File: config.mk
export PLATFORM = sky130hd
export DESIGN_NAME = scoreboard_hazard_unit
export DESIGN_NICKNAME = d
export VERILOG_FILES = /design/src/rtl/hazard_sb_pkg.sv /design/src/rtl/sb_fu_counter.sv /design/src/rtl/scoreboard_hazard_unit.sv
export SDC_FILE = /design/constraint.sdc
export NUM_CORES = 1
export LEC_CHECK = 0
export CAP_MARGIN = 25
export CORE_AREA = 2 2 89 91
export DETAILED_ROUTE_END_ITERATION = 6
export DIE_AREA = 0 0 91 93
export PLACE_DENSITY = 0.8
export SLEW_MARGIN = 5
export SYNTH_ARGS = -nofsm -noshare
export SYNTH_HDL_FRONTEND = slang
export SYNTH_HIERARCHICAL = 1
export SYNTH_SLANG_ARGS = --single-unit
File: constraint.sdc
create_clock -name CLK -period 6.65 [get_ports CLK]
set_input_delay 1.33 -clock CLK [delete_from_list [all_inputs] [get_ports CLK]]
set_output_delay 1.33 -clock CLK [all_outputs]
set_load 0.05 [all_outputs]
File: src/rtl/hazard_sb_pkg.sv
// Shared types and constants for the scoreboard/hazard unit.
//   sb_state_t : trap sequencing states (run, drain long-latency ops, flush)
//   regidx_t   : architectural register index for the default 32-register file
//   fu_id_t    : functional-unit id for the default two-FU configuration
//   FU_MEM / FU_MULDIV : ids of the data-memory and multiply/divide units
package hazard_sb_pkg;

  typedef enum logic [1:0] {
    SB_RUN,
    SB_DRAIN,
    SB_FLUSH
  } sb_state_t;

  localparam int unsigned REG_IDX_W = 5;
  localparam int unsigned FU_ID_W   = 1;

  typedef logic [REG_IDX_W-1:0] regidx_t;
  typedef logic [FU_ID_W-1:0]   fu_id_t;

  localparam fu_id_t FU_MEM    = 1'b0;
  localparam fu_id_t FU_MULDIV = 1'b1;

endpackage

File: src/rtl/sb_fu_counter.sv
// In-flight operation counter for one long-latency functional unit.
// Ports:
//   CLK, nRST   clock, asynchronous active-low reset
//   inc         an op was issued to this FU
//   dec         the FU writes back this cycle
//   count       registered in-flight count
//   count_next  count after this cycle's inc/dec
//   full        count == MAX_OUT
//   empty       count == 0
//   underflow   dec seen with nothing in flight (ignored)
module sb_fu_counter #(
  parameter int unsigned MAX_OUT = 4,
  parameter int unsigned CW      = $clog2(MAX_OUT + 1)
) (
  input  logic          CLK,
  input  logic          nRST,
  input  logic          inc,
  input  logic          dec,
  output logic [CW-1:0] count,
  output logic [CW-1:0] count_next,
  output logic          full,
  output logic          empty,
  output logic          underflow
);

  logic dec_ok;
  logic inc_ok;

  always_comb begin
    full      = (count == CW'(MAX_OUT));
    empty     = (count == '0);
    underflow = dec && empty;
    dec_ok    = dec && !empty;
    // A same-cycle retire frees the slot, so a full counter may still accept.
    inc_ok    = inc && (!full || dec_ok);
    count_next = count;
    if (inc_ok && !dec_ok) begin
      count_next = count + 1'b1;
    end else if (dec_ok && !inc_ok) begin
      count_next = count - 1'b1;
    end
  end

  always_ff @(posedge CLK or negedge nRST) begin
    if (!nRST) begin
      count <= '0;
    end else begin
      count <= count_next;
    end
  end

endmodule

File: src/rtl/scoreboard_hazard_unit.sv
// Scoreboard and hazard controller for pipelines with long-latency FUs.
// Tracks pending register writes, stalls issue on RAW/WAW hazards or a full FU,
// and sequences traps through DRAIN/FLUSH so in-flight long ops retire first.
// Ports:
//   CLK, nRST                  clock, asynchronous active-low reset
//   issue_valid/issue_ready    issue handshake (fires on valid && ready)
//   issue_rs, issue_rs_use     packed source regs and their used flags
//   issue_rd, issue_wen        destination reg and write enable
//   issue_long, issue_fu       long-latency routing and target FU id
//   wb_valid, wb_rd            per-FU writeback strobe and destination
//   br_flush                   branch redirect from execute
//   trap_req / trap_ack        trap request level / one-cycle redirect pulse
//   pipe_flush, draining       flush younger stages / FSM in DRAIN
//   pending, outstanding       scoreboard bits / packed per-FU in-flight counts
// Build option: SCOREBOARD_WB_BYPASS_EN lets this cycle's writebacks clear
// hazards and count toward drain completion in the same cycle.
module scoreboard_hazard_unit
  import hazard_sb_pkg::*;
#(
  parameter int unsigned NREGS   = 32,
  parameter int unsigned NSRC    = 2,
  parameter int unsigned NFU     = 2,
  parameter int unsigned MAX_OUT = 4,
  localparam int unsigned RW = $clog2(NREGS),
  localparam int unsigned FW = (NFU > 1) ? $clog2(NFU) : 1,
  localparam int unsigned CW = $clog2(MAX_OUT + 1)
) (
  input  logic               CLK,
  input  logic               nRST,
  input  logic               issue_valid,
  output logic               issue_ready,
  input  logic [NSRC*RW-1:0] issue_rs,
  input  logic [NSRC-1:0]    issue_rs_use,
  input  logic [RW-1:0]      issue_rd,
  input  logic               issue_wen,
  input  logic               issue_long,
  input  logic [FW-1:0]      issue_fu,
  input  logic [NFU-1:0]     wb_valid,
  input  logic [NFU*RW-1:0]  wb_rd,
  input  logic               br_flush,
  input  logic               trap_req,
  output logic               trap_ack,
  output logic               pipe_flush,
  output logic               draining,
  output logic [NREGS-1:0]   pending,
  output logic [NFU*CW-1:0]  outstanding
);

`ifdef SCOREBOARD_WB_BYPASS_EN
  localparam bit Bypass = 1'b1;
`else
  localparam bit Bypass = 1'b0;
`endif

  sb_state_t state_q, state_d;

  logic [NREGS-1:0] pending_d, set_mask, clr_mask, pend_haz;
  logic [NFU-1:0]   fu_inc, fu_full, fu_empty, fu_underflow, wb_ok;
  logic [CW-1:0]    cnt_q    [NFU];
  logic [CW-1:0]    cnt_next [NFU];
  logic             raw, waw, full_hit, fire, all_empty, all_next_zero, drain_done;

  for (genvar f = 0; f < NFU; f++) begin : g_fu
    sb_fu_counter #(
      .MAX_OUT (MAX_OUT),
      .CW      (CW)
    ) u_cnt (
      .CLK        (CLK),
      .nRST       (nRST),
      .inc        (fu_inc[f]),
      .dec        (wb_valid[f]),
      .count      (cnt_q[f]),
      .count_next (cnt_next[f]),
      .full       (fu_full[f]),
      .empty      (fu_empty[f]),
      .underflow  (fu_underflow[f])
    );
    assign outstanding[f*CW +: CW] = cnt_q[f];

    // A stray writeback (nothing in flight) must never move the counter.
    a_stray_wb_ignored : assert property (@(posedge CLK) disable iff (!nRST)
      fu_underflow[f] |-> (cnt_next[f] == CW'(fu_inc[f])));
  end

  // Hazard detection and scoreboard next state.
  always_comb begin
    wb_ok    = wb_valid & ~fu_empty;
    clr_mask = '0;
    for (int f = 0; f < NFU; f++) begin
      if (wb_ok[f]) clr_mask[wb_rd[f*RW +: RW]] = 1'b1;
    end
    pend_haz = Bypass ? (pending & ~clr_mask) : pending;

    raw = 1'b0;
    for (int i = 0; i < NSRC; i++) begin
      if (issue_rs_use[i] && (issue_rs[i*RW +: RW] != '0) && pend_haz[issue_rs[i*RW +: RW]]) begin
        raw = 1'b1;
      end
    end
    waw = issue_wen && pend_haz[issue_rd];

    full_hit = 1'b0;
    for (int f = 0; f < NFU; f++) begin
      if (issue_long && (issue_fu == FW'(f)) && fu_full[f] && !wb_ok[f]) full_hit = 1'b1;
    end

    issue_ready = (state_q == SB_RUN) && !trap_req && !br_flush && !raw && !waw && !full_hit;
    fire        = issue_valid && issue_ready;

    fu_inc = '0;
    for (int f = 0; f < NFU; f++) begin
      if (fire && issue_long && (issue_fu == FW'(f))) fu_inc[f] = 1'b1;
    end

    set_mask = '0;
    if (fire && issue_long && issue_wen && (issue_rd != '0)) set_mask[issue_rd] = 1'b1;
    // Set wins over a same-cycle clear of the same register.
    pending_d    = (pending & ~clr_mask) | set_mask;
    pending_d[0] = 1'b0;

    all_empty     = &fu_empty;
    all_next_zero = 1'b1;
    for (int f = 0; f < NFU; f++) begin
      if (cnt_next[f] != '0) all_next_zero = 1'b0;
    end
    drain_done = Bypass ? all_next_zero : all_empty;
  end

  // Trap sequencing FSM.
  always_comb begin
    state_d    = state_q;
    pipe_flush = 1'b0;
    trap_ack   = 1'b0;
    draining   = 1'b0;
    unique case (state_q)
      SB_RUN: begin
        pipe_flush = br_flush;
        if (trap_req) state_d = all_empty ? SB_FLUSH : SB_DRAIN;
      end
      SB_DRAIN: begin
        // trap_req may drop here; the trap is already committed.
        draining = 1'b1;
        if (drain_done) state_d = SB_FLUSH;
      end
      SB_FLUSH: begin
        pipe_flush = 1'b1;
        trap_ack   = 1'b1;
        state_d    = SB_RUN;
      end
      default: state_d = SB_RUN;
    endcase
  end

  always_ff @(posedge CLK or negedge nRST) begin
    if (!nRST) begin
      state_q <= SB_RUN;
      pending <= '0;
    end else begin
      state_q <= state_d;
      pending <= pending_d;
    end
  end

endmodule
==> summary.md <==
| Metric | Value |
|---|---|
| Vias in the first global route | roughly 3,700 |
| Final hold slack | 516 ps |
| Worst path slowest cell | clkdlybuf4s50_1 |
| Cells after Synth | between 300 and 400 |
| DR iter-0 viols | 636 |
| Final Setup Violations | 0 |
| Die X-Extent | 91 um |
| Worst Path Buf+Inv | 2 |
| Maximum fanout count along the critical path | 9 |
| Relative max-transition margin | between 20% and 30% |
| VDD IR max | about 0.26 mV |
| Area of the core | 7530 um2 |
| TritonCTS clock tree | yes |
| Syn Nets | roughly 430 |
| CP Capture Point | issue_ready |
| DR vias | 3,733 |
| Crit. path cell count | 6 |
| NumNets Final | 491 |
| Post-DR wirelength/cell | about 21 um |
| Max-slew violations | 0 |
| CTS max path bufs | 2 |
| Post_cts resized | 0 |
| GRT overflow | 0 |
| Gpl congestion | approximately 0.97 |
| Worst r2r src | g_fu[0].u_cnt/count[1] |
| Antenna Nets Post-Route | 0 |
| Max Cap Violations | 0 |
| Hold_buf cts | 0 |
| Postcts setup bufs | 0 |
| Synthesis Warnings | 6 |
| Status | complete, no violations |
| Avg Cell Area, Syn | 9.59 um2 |
| Vias per inst | 6.77 |
| CP Cell Sequence | clkdlybuf4s50_1 -> mux4_1 -> mux4_2 -> o2111a_2 -> nor2_1 -> clkdlybuf4s50_1 |
| Reg2Reg Depth | 14 |
| Required time of the critical path | 5320 ps |
| Sink Count | 39 |
| Crit path capture type | output pin |
| Startpoint types | primary input |
| Setup TNS | 0 ps |
| Antenna cell count | 0 |
| All-layer global routing usage | 27.7% |
| CP max stage delay | around 850 ps |
| Cell family with most CP delay | buffers and inverters |
| Fin crit share | 87.6% |
| First-pass GRT wire length | 18,800 um |
| Top cell by count, worst path | clkdlybuf4s50_1 |
| WS Path Type | primary input to output pin |
| Row cnt | 32 |
| Drt drc | 0 |
| Crit path DAT | 4500 ps |
| Share of cells above drive strength 1 | 17.4% |
| Flop2flop setup slack | 3250 ps |
| Least-Margin Pin Slew | 1080 ps |
| Largest net degree at the start of global routing | 40 |
| Final worst path period need | 5830 ps |
| Clk_lat worst skew | approximately 300 ps |
| Num CTS Buffers | 5 |
| Power per cell area | 206 nW/um2 |
| Clk_skew | roughly 7.3 ps |
| DR pass1 iterations | 5 |
| Layout filler cell count | 655 |
| Num ports | 79 |
| Crit Reg-Reg Endpoint | g_fu[1].u_cnt/count[1] |
| H-tree depth | 2 |
| Die area | around 8500 um2 |
| Total Wirelength | between 10,000 and 15,000 um |
| Initial Util | 48.9% |
| RSZ-0062 raised after global routing | no |
| Launch point of the worst path | issue_rs[5] |
| Initial antenna violation count | 0 |
| Clk root buf | clkbuf_8 |
| Area Overhead vs Synth | 24.6% |
| Clk slew on worst S/H paths | 80 ps |
| Synthesized area | 3680 um2 |
| HP Class | flop to flop |
| Die height | 93 um |
| Pleak | 1.71 nW |
| F_max | 0.172 GHz |
| Hold Fails Final Rpt | 0 |
| IO buf count | 77 |
| Placed wire-length estimate | 8380 um |
-- cell type report --
class | count | area (um2) | share of cell area [%]
Multi-Input combinational cell | 311 | 2520 | 54.9
Clock inverter | 2 | 35.0 | 0.764
Sequential cell | 39 | 976 | 21.3
Inverter | 6 | 22.5 | 0.491
Tap cell | 102 | 128 | 2.78
Clock buffer | 6 | 82.6 | 1.80
Timing Repair Buffer | 85 | 823 | 17.9
-- routing by layer --
metal | global-route usage [%] | wire (um)
met1 | 35.6 | 4570
met2 | 44.2 | 5390
met3 | 6.69 | 1280
met4 | 12.8 | 463
met5 | 0 | 0
-- worst reg2reg max path, cell delays in order (launching register included) --
cell and delay, ps:
dfrtp_1 460, inv_1 100, ha_1 280, and2b_4 220
nor2b_1 250, o32ai_1 110, nand2_1 70, and3_1 260
o2111ai_4 140, buf_4 320, nor4b_1 310, buf_4 230
mux2_4 320, a21oi_2 130, o211ai_1 90
-- layout by cell type (no fill, tap or decap), types with 2 or more instances in the layout --
cell and n:
a21oi_1 4, a21oi_2 2, a22oi_1 32, a2bb2oi_1 2, a2bb2oi_2 2, and2_1 2, and2b_4 2, and3_1 7
and3_2 2, and3b_1 5, buf_4 7, clkbuf_8 6, clkdlybuf4s50_1 76, dfrtp_1 39, ha_1 6, inv_1 6
mux2_1 2, mux2_2 9, mux2_4 2, mux2i_1 17, mux4_1 6, mux4_2 9, nand2_1 51, nand2b_1 2
nand3_1 36, nand3b_1 6, nor2_1 15, nor2b_1 5, nor3_1 7, nor3b_1 18, o211ai_1 6, o21ai_0 4
o22ai_1 3, o31a_1 2, o31ai_1 2, o31ai_2 29, xnor2_1 2
-- sequential cells by signal, summed over array words and instances, names as in the netlist --
| register | cells |
|---|---|
| state_q | 2 |
| g_fu.u_cnt/count | 6 |
| pending | 31 |
-- per-stage QoR --
stage	cell area [um2]	utilization (%)	worst slack, ps	power [mW]	cells
after floorplan	3680	-	1660	0.597	384
after global placement	4460	59.3	849	0.717	542
after detailed placement	4460	59.3	820	0.730	542
after CTS	4580	60.9	804	0.943	550
after global routing	4590	60.9	657	0.990	551
final	4590	60.9	824	0.943	551
-- report_power, final --
group,internal (mW),leakage [nW],switching [mW]
Clock,0.122,0.0612,0.0909
Combinational,0.173,1.12,0.260
Sequential,0.261,0.528,0.0365
-- worst min path at each step --
stage | from | to | slack (ps) | cells past startpoint
detailed placement | state_q[1] | state_q[0] | 500 | 1
floorplan | state_q[1] | state_q[1] | 470 | 1
global placement | state_q[1] | state_q[0] | 500 | 1
CTS | state_q[1] | state_q[1] | 520 | 1
global route | state_q[1] | state_q[1] | 550 | 1
finish | state_q[1] | state_q[1] | 520 | 1
No activity file was read; power rests on OpenSTA's default activity.
